### src/rtl/locking_rr_arbiter.sv
`default_nettype none
// ============================================================================
// locking_rr_arbiter : N-input locking arbiter (fixed priority / round-robin)
// Revision: 1.0
// ============================================================================
module locking_rr_arbiter #(
  parameter int N_IN   = 2,
  parameter int DATA_W = 64,
  parameter int BEATS  = 8,
  parameter int RR     = 1,
  localparam int IW    = $clog2(N_IN),
  localparam int CW    = $clog2(BEATS)
) (
  input  logic                   clk,
  input  logic                   reset,
  input  logic [N_IN-1:0]        io_in_valid,
  output logic [N_IN-1:0]        io_in_ready,
  input  logic [N_IN-1:0]        io_in_has_data,
  input  logic [N_IN*DATA_W-1:0] io_in_data,
  output logic                   io_out_valid,
  input  logic                   io_out_ready,
  output logic [DATA_W-1:0]      io_out_data,
  output logic                   io_out_has_data,
  output logic [IW-1:0]          io_chosen,
  output logic                   io_locked
);

  localparam logic [IW-1:0] C_LAST_IDX  = IW'(N_IN - 1);
  localparam logic [CW-1:0] C_LAST_BEAT = CW'(BEATS - 1);

  logic [CW-1:0]     beat_cnt_q, beat_cnt_d;
  logic [IW-1:0]     lock_idx_q, lock_idx_d;
  logic [IW-1:0]     rr_ptr_q, rr_ptr_d;
  logic [IW-1:0]     choice;
  logic [IW-1:0]     search_idx;
  logic              search_found;
  logic              locked;
  logic              fire;
  logic              last_beat;
  logic [DATA_W-1:0] data_arr [N_IN];

  for (genvar i = 0; i < N_IN; i++) begin : g_chan
    assign data_arr[i]    = io_in_data[i*DATA_W +: DATA_W];
    assign io_in_ready[i] = io_out_ready & (io_chosen == IW'(i));
  end

  // Round-robin starts one past the last completed channel; fixed priority from 0.
  always_comb begin
    choice       = '0;
    search_idx   = '0;
    search_found = 1'b0;
    for (int k = 0; k < N_IN; k++) begin
      if (RR != 0) begin
        search_idx = IW'((int'(rr_ptr_q) + 1 + k) % N_IN);
      end else begin
        search_idx = IW'(k);
      end
      if (!search_found && io_in_valid[search_idx]) begin
        choice       = search_idx;
        search_found = 1'b1;
      end
    end
  end

  assign locked          = (beat_cnt_q != '0);
  assign io_locked       = locked;
  assign io_chosen       = locked ? lock_idx_q : choice;
  assign io_out_valid    = io_in_valid[io_chosen];
  assign io_out_has_data = io_in_has_data[io_chosen];
  assign io_out_data     = data_arr[io_chosen];
  assign fire            = io_out_valid & io_out_ready;
  assign last_beat       = !io_out_has_data | (beat_cnt_q == C_LAST_BEAT);

  always_comb begin
    beat_cnt_d = beat_cnt_q;
    lock_idx_d = lock_idx_q;
    rr_ptr_d   = rr_ptr_q;
    if (fire && io_out_has_data) begin
      beat_cnt_d = beat_cnt_q + CW'(1);
      lock_idx_d = io_chosen;
    end
    if (fire && last_beat && (RR != 0)) begin
      rr_ptr_d = io_chosen;
    end
  end

  always_ff @(posedge clk) begin
    if (reset) begin
      beat_cnt_q <= '0;
      lock_idx_q <= '0;
      rr_ptr_q   <= C_LAST_IDX;
    end else begin
      beat_cnt_q <= beat_cnt_d;
      lock_idx_q <= lock_idx_d;
      rr_ptr_q   <= rr_ptr_d;
    end
  end

  // Every beat of a locked message must carry data.
  a_locked_beat_has_data: assert property (
    @(posedge clk) disable iff (reset) (locked && fire) |-> io_out_has_data
  );

endmodule
`default_nettype wire

### config.mk
export PLATFORM = sky130hd
export DESIGN_NAME = locking_rr_arbiter
export DESIGN_NICKNAME = d
export VERILOG_FILES = /design/src/rtl/locking_rr_arbiter.sv
export SDC_FILE = /design/constraint.sdc
export NUM_CORES = 1
export LEC_CHECK = 0
export CORE_AREA = 2 2 79 81
export CTS_CLUSTER_DIAMETER = 100
export DETAILED_ROUTE_END_ITERATION = 10
export DIE_AREA = 0 0 81 83
export PLACE_DENSITY = 0.89
export SYNTH_ARGS = -nofsm -noshare
export SYNTH_HDL_FRONTEND = slang
export SYNTH_SLANG_ARGS = --single-unit
### constraint.sdc
create_clock -name clk -period 5.45 [get_ports clk]
set_clock_uncertainty 0.2 [all_clocks]
set_input_delay 0.545 -clock clk [delete_from_list [all_inputs] [get_ports clk]]
set_output_delay 0.545 -clock clk [all_outputs]
set_load 0.01 [all_outputs]
* After elaboration in Yosys (flattened, before gate mapping)
Cells that the tools add are included.
** Storage, ports and cells
- Bits of input ports :: 135
- Flip-flop bits (word level) :: 5
- Output and inout port bits :: 70
** Cells by class
- Multiplexer cells :: 15
- Bitwise operators :: 6
- Magnitude comparators :: 4
- Add/sub/neg operators :: 3
- Eq/ne operators :: 1
- Reductions and logical operators :: 6
** Operators by type and width (number)
- 2-to-1 mux 64 bit :: 3
- 2-to-1 mux 1 bit :: 12
- < comparator 1 x 2 -> 1 bit, second input constant :: 3
- adder 3 x 1 -> 3 bit, second input constant :: 1
- AND 1 bit :: 3
- == test 3 bit, second input constant :: 1
- logical AND 1 bit :: 3
- nonzero test 3 bit :: 1
- adder 1 bit, second input constant :: 2
- >= comparator 2 bit, second input constant :: 1
- zero test 1 bit :: 2
- inverter 1 -> 2 bit :: 1
- inverter 1 bit :: 1
- OR 1 bit :: 1

* Depth between registers and ports, before layout
Gate-level depths: netlist of run 1.
- Depth in word-level cells :: 13
- Gate-level depth with buffers :: 10

* Worst setup path after synthesis of run 1
Ideal clock, no wire load.
- Path kind :: reg-to-output
- Start :: register beat_cnt_q[0]
- End :: output io_out_data[44]
- Stages on the path, launching flop included :: 9
- Path buffers :: 3
- Slack :: 2996 ps
- Arrival :: 1709 ps
- Cell sequence :: dfxtp_1 > inv_1 > ha_1 > nand2b_1 > buf_6 > mux2i_4 > buf_6 > buf_6 > mux2_4
** On the way
- Cells in the longest elaborated chain, start to end :: 6
** Ends and longest elaborated chain
- from (decl) :: line 31 : logic [CW-1:0] beat_cnt_q, beat_cnt_d;
- from (signal assigned) :: line 93 : beat_cnt_q <= beat_cnt_d;
- nonzero test 3 bit :: line 65 : assign locked = (beat_cnt_q != '0);
- net io_locked :: line 25 : output logic io_locked
- 2-to-1 mux 1 bit :: line 67 : assign io_chosen = locked ? lock_idx_q : choice;
- inverter 1 -> 2 bit (implied by the code) :: line 70 : assign io_out_data = data_arr[io_chosen];
- 2-to-1 mux 64 bit (implied by the code) (3 in series) :: line 70
- to (decl) :: line 22 : output logic [DATA_W-1:0] io_out_data,
The timed path passes the listed nets, and every way through them passes these cells. The select of a mux whose other input is x is not followed.

* Worst setup path after layout of run 1
- Start :: register beat_cnt_q[0]
- End :: output io_out_data[54]
** On the way
- Cells in the longest elaborated chain, start to end :: 6
** Ends and longest elaborated chain (line)
- nonzero test 3 bit :: 65
- 2-to-1 mux 1 bit :: 67
- inverter 1 -> 2 bit (implied by the code) :: 70
- 2-to-1 mux 64 bit (implied by the code) (3 in series) :: 70
No other way between the ends. The select of a mux whose other input is x is not followed.

==> summary by stage, run 1 <==
Run status
The flow ran to the end, and the final reports show no timing, DRC or antenna violations.

Timing
The final-report setup violation count is 0. The final critical-path share of the clock period is 65.6%. The worst hold slack across all endpoints is 278 ps. The final worst-path setup slack is 1870 ps.

The total count of max-transition violations in the final report is 0. Setup repair after global routing left no endpoint under its margin. Setup total negative slack on the finished layout was measured at 0 ps. For this run, the top clock speed supported by timing is 0.280 GHz. The worst path in the final design needs a cycle of 3580 ps, including I/O delays and setup.

The worst max-slew margin expressed relative to the limit is 62.9%. The final hold violation count was 0. The actual transition at the worst max-transition pin is 557 ps.

Route
The first detailed-routing pass ran for 4 iterations. The detailed-route DRC error count is 0. The routed via count is 1774. Summed over all layers, the routed wires come to 6550 um. In this run the remaining antenna-violating nets after routing total 0. In the routed layout, each cell is associated on average with a via count of 4.42. The first routing iteration left 15 violations. In the final routed layout, each cell accounts on average for 16.3 um.

Clocking
For this design, the sink count on the clock tree is 5. The CTS clock-pin slew for the worst setup and hold paths is 30 ps. The latest clock arrival within the worst-skew pair is 220 ps.

The number of buffers inserted during clock tree synthesis is 3. After clock tree synthesis, the setup repair step added 0 buffers. TritonCTS built the clock tree. The cell sitting at the root of the clock tree is a clkbuf_8. Counting along the longest clock path gives a buffer depth of 2.

Hold repair after CTS inserted 0 buffers. The number of gates resized after CTS is 0. In this run the number of H-tree levels came out at 1.

Cells and area
The filler-free cell count of the finished design is 401. The area overhead of the layout relative to synthesis is 159%. The final net count is 465. The ratio of cells with drive above 1 in the final layout is 23.0%. The number of inserted diodes is 0.

With fillers left out, the area of the finished cells amounts to 0.00343 mm2.

Floorplan
The full die area is 0.00672 mm2. The row count is 28. Once the floorplan was initialized, standard cells occupied 22.8% of the core. After floorplanning, the core was sized to cover 0.00582 mm2. During I/O placement, the number of pins put on the boundary was 205.

The die width is 81 um. The die boundary height is 83 um.

GRT
The via count of the first global-routing pass is 1863. The first-pass GRT wire length is 9670 um. The number of antenna violations at the first check in global routing was 0. The total overflow left after global routing is 0.

Global routing consumed, over all layers together, 18.2% of the routing resources. Entering global routing, the biggest net connects 35 pins.

Synthesis
In this run, synthesis produced a sequential element count of 5. After synthesis the cells add up to 0.00133 mm2. During synthesis, Yosys emitted a total of 0 warnings. The post-synthesis area per instance is 10.6 um2. The number of nets in the synthesized netlist is 263. Synthesis produced 125 cells.

The number of different library cells used by synthesis comes to 27. The sequential area share after synthesis is 7.54%.

Pwr
The analysis attributes to cell leakage a power of 1.40 nW. For this design the ratio of total power to cell area is 155 mW/mm2. The largest voltage drop on the vdd net is 0.143 mV.

Worst setup path
The critical path data arrival time is 2830 ps. Data on the critical path is required at its endpoint by 4700 ps. The critical path launch point type is a flop. The critical setup path kind is reg2out. The critical path capture point type is an output port. The largest fanout of any net on the critical path is 33.

Place
At the end of routability-driven placement, the weighted congestion stood at 0.754. The placed instances occupy a cell area of 0.00339 mm2. The minimum setup slack after placement is 1960 ps. Counting tap cells, the placed design contains a total of 397 instances. Summed over all nets, the half-perimeter wirelength after detailed placement is 5550 um. The count of input and output buffers is 204.

Worst hold path
The class of the tightest hold or removal check is reg2reg.

Job
The number of max-capacitance violations reported is 0.
[critical path: stages (launching register included)]
cell and delay [ps]:
dfxtp_1 340, inv_1 60, ha_1 230, nand2b_1 290, mux2i_4 290, buf_4 490
mux2_2 410, clkdlybuf4s50_1 480
[cell usage in the layout (no fill, tap or decap), drive strengths merged, types with 2 or more instances in the layout]
| master | instances |
|---|---|
| nand3b | 2 |
| a21oi | 4 |
| buf | 2 |
| inv | 6 |
| o21ai | 5 |
| ha | 3 |
| and2 | 3 |
| clkdlybuf4s50 | 204 |
| mux2 | 66 |
| nand2 | 6 |
| clkbuf | 4 |
| dfxtp | 5 |
| nor2 | 5 |
| mux2i | 4 |
[worst paths after layout]
path | depth (start not counted) | slack, ps | start | endpoint
setup / recovery | 7 | 1870 | beat_cnt_q[0] | io_out_data[54]
hold / removal | 2 | 280 | beat_cnt_q[1] | beat_cnt_q[1]
setup reg to reg | 8 | 3170 | beat_cnt_q[0] | lock_idx_q
hold reg to reg | 2 | 280 | beat_cnt_q[1] | beat_cnt_q[1]
[flip-flops by register name, summed over array words and instances (netlist names)]
| signal | flops |
|---|---|
| rr_ptr_q | 1 |
| lock_idx_q | 1 |
| beat_cnt_q | 3 |
[final cells by class]
type	instances	area (um2)
clock buffers	4	45.0
fillers	527	2380
inverters	6	22.5
multi-input cells	105	1110
flip-flops and latches	5	100
well taps	75	93.8
repair buffers	206	2060
[synth_stat cells (all sizes together)]
master  number  area, um2
nor2b        1       6.26
o21ai        5       25.0
nand3b       2       15.0
nand2b       1       6.26
mux2i        4       52.6
o21bai       1       7.51
a211oi       1       7.51
and2         3       18.8
a21o         1       7.51
a21oi        4       23.8
a32oi        1       8.76
clkbuf       1       5.00
nor2         5       18.8
mux2        66        845
a21boi       1       11.3
ha           3       37.5
dfxtp        5        100
buf          8       86.3
nand2        6       22.5
inv          6       22.5
[through the flow]
stage,util (%),power (mW)
floorplan,-,0.236
global placement,58.2,0.457
detailed placement,58.2,0.463
CTS,59.0,0.538
global route,59.0,0.561
finish,59.0,0.532
[logic make-up (layout without fill, tap and decap cells)]
logic type / Yosys count / in the layout / synth area share (%)
multiplexers: 70 / 70 / 67.6
adder cells (fa/ha/maj): 3 / 3 / 2.83
flip-flops: 5 / 5 / 7.54
buffers and inverters: 15 / 216 / 8.58
AO/OA/AOI/OAI: 14 / 14 / 6.88
AND/OR/NAND/NOR: 18 / 18 / 6.60
[layer usage]
layer / vias to the layer above / share of wire, % / track usage [%]
met5: - / 0 / 0
met4: 0 / 1.2 / 3.24
met3: 7 / 13 / 5.98
met2: 103 / 53 / 36.2
met1: 808 / 33 / 17.8
li1: 856 / - / -
[power breakdown]
group	internal, mW	switching (mW)	leakage, nW
registers	0.0400	0.00329	0.0408
clock network	0.0503	0.0193	0.0228
logic	0.279	0.139	1.33
total	0.370	0.162	1.40
(Power assumes the default switching activity.)
==> run 2: changes to the inputs <==
- CORE_AREA: 2 2 79 81 -> unset
- CORE_MARGIN: unset -> 2
- CORE_UTILIZATION: unset -> 21
- DIE_AREA: 0 0 81 83 -> unset
- PLACE_DENSITY: 0.89 -> 0.87
- clock period: 5.45 -> 3.21 ns (I/O delays scaled with it)
==> run 2 against run 1 <==
Cell count unchanged. Final area rose by 0.80%. Clock power up 70%. Power up 72%. Routed wire length rose by 3.0%. Sequential cell count unchanged. Clock-buffer cell count unchanged. Setup slack lost 1700 ps. Core utilization down 1.6 points.
==> summary by stage, run 2 (same netlist as run 1, synthesis figures left out) <==
Run status
The flow ran to the end, and the final reports show no timing, DRC or antenna violations.

Timing
The final-report setup violation count is 0. The worst path uses 94.8% of the clock period. The worst max-slew margin expressed relative to the limit is 78.2%. For the final routed database, the setup TNS stands at 0 ps. The worst hold slack across all endpoints is 285 ps. The highest attainable clock frequency is 0.329 GHz.

Setup repair after global routing left no endpoint under its margin. For the pin with the worst max-slew slack, the measured transition is 326 ps. The final hold violation count is 0. For the finished layout, the period the worst path requires is 3040 ps. The total count of max-transition violations in the final report is 0.

Route
After detailed routing, the number of remaining DRC violations is 0. The number of nets with antenna violations after detailed routing is 0. Detailed routing inserted a total of 1742 vias. The post-detailed-route via-to-cell ratio is 4.34.

The detailed-route wire length per cell is 16.8 um. After detailed routing, the total wire length is 6740 um. The pre-antenna-repair detailed-routing pass consisted of 4 iterations.

The detailed router finished its first iteration with 25 violations.

Worst setup path
Following the worst setup path forward leads to its endpoint at io_out_data[60]. The critical path launch point type is a flop. The largest fanout of any net on the critical path is 32.

The startpoint of the lowest-slack register-to-register path is beat_cnt_q[0]. Among all stages on the critical path, the largest delay is contributed by clkdlybuf4s50_1. The endpoint of the most critical register-to-register path is lock_idx_q. The cell count of the worst reg-to-reg path is 8.

The critical path data arrival time is 2520 ps. The largest single stage delay on the critical path is 510 ps. The critical setup path kind is reg2out.

The critical path goes through inv_1, ha_1, nand2b_2, mux2i_4, buf_12, mux2_2, clkdlybuf4s50_1. The required time at the worst-slack endpoint is 2690 ps. The minimum setup slack among reg-to-reg paths is 1240 ps.

STA classifies the critical path endpoint as an output port. The startpoint of the worst setup timing path is beat_cnt_q[0].

Floorplan
The die width is 83.5 um. The full die area is 0.00697 mm2. 205 I/O pins were placed.

The floorplan step defined a core boundary enclosing 0.00603 mm2. The die boundary height is 83.5 um. The floorplan has 28 rows. The starting utilization of the core area is 22.0%.

Pwr
The proportion of total power due to net switching is 30.4%. In this run the power spent charging and discharging nets is 278 uW. The worst-case IR drop observed on VDD is 0.222 mV.

Per report_power, the clock group accounts for 13.0% of the total. The design draws 914 uW. The combinational share of power is 79.0%. Summed over all cells, the static leakage comes to 1.41 nW. The cell area power density is 264 mW/mm2. Cell internal power was estimated by the tool at 636 uW. Per report_power, the sequential group accounts for 8.1% of the total.

Clocking
The maximum number of buffers from clock root to sink is 2. Clock tree synthesis inserted a total of 3 buffers. The total number of clock tree sinks is 5. The TritonCTS clock tree is done.

The hold-fix buffer count after cts is 0. For the worst-skew pair, the clock arrives at the later sink with an insertion delay of 230 ps. The CTS clock-pin slew for the worst setup and hold paths is 30 ps. The H-tree level count is 1. The root buffer cell is clkbuf_8.

Cells and area
The ratio of cells with drive above 1 in the final layout is 23.3%. In the final layout, the registers with the most flip-flops are beat_cnt_q: 3 flops, lock_idx_q: 1 flops, rr_ptr_q: 1 flops. The final net count is 465. The most common library cell in the layout ignoring fill and taps is clkdlybuf4s50_1. The top cell types in the final layout, fill and taps aside, are clkdlybuf4s50_1 (204), mux2_2 (39), mux2_4 (27). The count of fill cells added during filler insertion is 542. The area overhead of the layout relative to synthesis is 161%. 0 antenna diodes ended up in the layout. In the final layout, flip-flops and latches occupy 100 um2. The number of flip-flops under the largest register name is 3. The register name with the most flops is beat_cnt_q. The multi-input combinational cells in the finished layout cover a total of 0.00112 mm2.

GRT
For this run the aggregate overflow at the end of global routing stands at 0. The pin count of the biggest net entering global routing is 36. The via count of the first global-routing pass came to 1863. The first-pass GRT wire length is 10200 um.

Global routing used 18.3% of the available tracks. The number of antenna violations at the first check in global routing was 0.

Job
Max-cap violations in this run came to 0.

Place
The placed wire-length estimate after detailed placement is 5650 um. In this run the tool buffered the top-level ports with 204 buffer cells. The global placer's final weighted congestion is 0.845.

Worst hold path
The tightest min-delay check is of the reg2reg type.
## run 2: cell types whose count changed in the layout (fill, tap and decap cells not counted)
cell,before,now
buf_4,2,0
nand2b_1,1,0
buf_12,0,2
nand2b_2,0,1
## run 2: worst min path at each step
stage,to,cells past startpoint,slack (ps),from
2_1_floorplan,lock_idx_q,1,190,reset
3_3_place_gp,beat_cnt_q[1],2,270,beat_cnt_q[1]
6_report,beat_cnt_q[1],2,290,beat_cnt_q[1]
4_1_cts,beat_cnt_q[1],2,290,beat_cnt_q[1]
3_5_place_dp,beat_cnt_q[1],2,290,beat_cnt_q[1]
5_1_grt,beat_cnt_q[1],2,320,beat_cnt_q[1]
## run 2: worst max-delay path: cells and delay by family, from the launching register on
kind | cells | cell delay, ps
mux | 2 | 690
flops | 1 | 340
fa+ha+maj | 1 | 230
buf+inv | 3 | 850
simple gates | 1 | 180
## run 2: what timing repair did
action                                  in CTS  in global routing
endpoints found under the setup margin       0                 64
setup buffers                                0                  0
gates resized for setup                      0                  1
## run 2: stage by stage
| step | area (um2) | setup WS [ps] | utilization [%] | instances |
|---|---|---|---|---|
| 4_1_cts | 3460 | 15.3 | 57.4 | 401 |
| 3_5_place_dp | 3410 | 254 | 56.6 | 397 |
| 5_1_grt | 3460 | 25.4 | 57.4 | 401 |
| 2_1_floorplan | 1330 | 980 | - | 125 |
| 3_3_place_gp | 3410 | 317 | 56.6 | 397 |
| 6_report | 3460 | 167 | 57.4 | 401 |
## run 2: area by class of cell
class / instances / share of cell area, %
sequential: 5 / 2.89
multi-input combinational: 105 / 32.3
inverter: 6 / 0.651
timing repair buffer: 206 / 60.2
tap: 75 / 2.71
clock buffer: 4 / 1.30
## run 2: routing by layer
| metal | part of all wire (%) | up-vias | GRT usage (%) |
|---|---|---|---|
| met2 | 52 | 98 | 34.2 |
| met4 | 2.0 | 0 | 4.40 |
| met5 | 0 | - | 0 |
| met3 | 7.7 | 12 | 4.55 |
| met1 | 39 | 778 | 20.7 |
| li1 | - | 854 | - |
## run 2: power groups by stage
stage,clock network [mW],logic [mW],registers [mW]
global placement,0,0.716,0.0741
global route,0.123,0.761,0.0744
floorplan,0,0.329,0.0717
detailed placement,0,0.722,0.0745
CTS,0.120,0.728,0.0736
finish,0.118,0.722,0.0736
==> run 3: changes to the inputs <==
- ABC_CLOCK_PERIOD_IN_PS: unset -> 3210
- MAX_ROUTING_LAYER: unset -> met4
==> run 3 against run 2 <==
Combinational power about the same. Sequential power is essentially flat. Sequential share of layout area unchanged. Cell count unchanged. Core utilization unchanged. Register-to-register slack barely moved. Largest power group unchanged. Highest routed layer unchanged.
==> summary by stage, run 3 (same netlist as run 1, synthesis figures left out) <==
Run status
The flow ran to the end, and the final reports show no timing, DRC or antenna violations.

Cells and area
The finished layout holds 401 standard cells, fillers aside. The register name with the most flops is beat_cnt_q. The repair_antennas step left the layout with diodes totalling 0. The register with the most flip-flops in the layout has 3 of them. The final layout contains 465 nets. Cells with a size suffix above 1 make up 23.3% of the layout.

The count of fill cells added during filler insertion is 542. In the final layout, the registers with the most flip-flops are beat_cnt_q: 3 flops, lock_idx_q: 1 flops, rr_ptr_q: 1 flops. The area growth from synthesis to layout is 161%.

The library cells used most frequently in the layout, excluding fill and tap cells, are clkdlybuf4s50_1 (204), mux2_2 (39), mux2_4 (27). The most common library cell in the layout ignoring fill and taps is clkdlybuf4s50_1.

Worst setup path
The critical path launch point type is a flop. The minimum setup slack among reg-to-reg paths is 1240 ps. The largest single stage delay on the critical path is 510 ps. Measured in cells, the most critical reg-to-reg path has a length of 8. At the worst endpoint, the required time is 2690 ps. The highest-delay cell along the critical path is clkdlybuf4s50_1. The worst setup path is captured at an output port. The critical setup path kind is reg2out. The critical path goes through inv_1, ha_1, nand2b_2, mux2i_4, buf_12, mux2_2, clkdlybuf4s50_1.

In this run the worst path has a maximum fanout of 32. The critical path data arrival time is 2520 ps.

Route
In this run the remaining antenna-violating nets after routing total 0. Using the TritonRoute via totals, the vias-per-cell ratio works out to 4.32. The detailed-route wire length per cell is 16.8 um. The routed via count is 1732. In the routed design, unresolved DRC markers number 0. For this run, the detailed router's first-pass iteration total came to 4. After detailed routing, the total wire length is 6750 um. The first-iteration detailed-routing DRC count is 25.

Place
The number of placed cells counting well taps is 397. The placed wire-length estimate after detailed placement is 5650 um. The count of buffers added on input and output ports is 204. The global placer's final weighted congestion is 0.858.

Timing
The final hold violation count is 0. The setup TNS is 0 ps. The total count of max-transition violations in the final report was 0. The final-report setup violation count is 0. Setup repair after global routing left no endpoint under its margin. Timing would allow up to 0.329 GHz.

For the finished layout, the period the worst path requires is 3040 ps. After layout, the worst path uses 94.8% of the clock period. At the pin with the least slew margin, the transition time is 326 ps. The worst max-slew margin expressed relative to the limit is 78.2%.

GRT
The number of antenna violations at the first check in global routing is 0. The global-route met1 utilization is 21.1%. Global routing used 18.8% of the available tracks across all layers. The via count of the first global-routing pass came to 1851. The met3 demand-to-capacity share in global routing is 3.96%. Entering global routing, the biggest net connects 36 pins.

For this run the aggregate overflow at the end of global routing stands at 0. The first global-routing pass estimated 10200 um of wire. In the global route stage, met2 resource usage came out at 34.5%. The most utilized layer in the global route result is met2.

Floorplan
The starting utilization of the core area is 22.0%. In this run the horizontal extent of the chip is 83.5 um. The I/O pin total is 205. The area of the core is 0.00603 mm2. The row count is 28. The die boundary height is 83.5 um. The full die area is 0.00697 mm2.

Clocking
After clock tree synthesis, the clock-pin slew on the worst setup and hold paths is 30 ps. The buffer count from post-CTS setup fixing is 0. The tree is rooted in a clkbuf_8. The latest clock arrival within the worst-skew pair is 220 ps.

Clock tree synthesis found a total of 5 sinks. The H-tree level count is 1. TritonCTS built the clock tree.

Clock tree synthesis inserted a total of 3 buffers. The maximum number of buffers from clock root to sink is 2. Hold repair after CTS inserted 0 buffers.

Pwr
IR analysis of the VDD net gives a maximum drop of 0.222 mV. For this design the static power due to leakage is 1.41 nW. The design draws 914 uW. The cell area power density is 264 mW/mm2.

Worst hold path
The worst hold path belongs to the class reg2reg. Along the worst hold path, the cell count comes to 2.

Job
The number of max-capacitance violations reported is 0.
run 3: worst paths after layout:
path / from / end
setup / recovery: beat_cnt_q[0] / io_out_data[60]
hold / removal: beat_cnt_q[1] / beat_cnt_q[1]
setup reg to reg: beat_cnt_q[0] / lock_idx_q
hold reg to reg: beat_cnt_q[1] / beat_cnt_q[1]
run 3: layer usage:
layer,vias up,part of all wire [%]
li1,854,-
met5,-,0
met4,0,1.5
met3,8,7.1
met1,778,39
met2,92,52
run 3: final cells by class:
cell class / count / area, um2 / share of cell area (%)
Timing Repair Buffer: 206 / 2080 / 60.2
Multi-Input combinational cell: 105 / 1120 / 32.3
Sequential cell: 5 / 100 / 2.89
Tap cell: 75 / 93.8 / 2.71
Clock buffer: 4 / 45.0 / 1.30
Inverter: 6 / 22.5 / 0.651
run 3: metrics by stage:
step	setup slack, ps	util [%]	instance area [um2]	hold WS [ps]
5_1_grt	25.4	57.4	3460	315
6_report	166	57.4	3460	285
3_3_place_gp	317	56.6	3410	265
4_1_cts	15.3	57.4	3460	292
3_5_place_dp	254	56.6	3410	285
2_1_floorplan	980	-	1330	190
run 3: critical path: cells and delay by family (launching register included):
kind          cells  cell delay [ps]
fa+ha+maj         1              230
buf+inv           3              850
flops             1              340
mux               2              690
simple gates      1              180
run 3: report_power, final:
part / internal (mW) / switching (mW) / leakage, nW / total, mW
Clock: 0.0854 / 0.0329 / 0.0228 / 0.118
Sequential: 0.0679 / 0.00573 / 0.0408 / 0.0736
Combinational: 0.483 / 0.239 / 1.35 / 0.722
Total: 0.636 / 0.278 / 1.41 / 0.914
run 3: repair_timing:
item                                   4_1_cts  5_1_grt
resized for setup                            0        1
setup endpoints to repair                    0       64
endpoints found under the hold margin        0        0
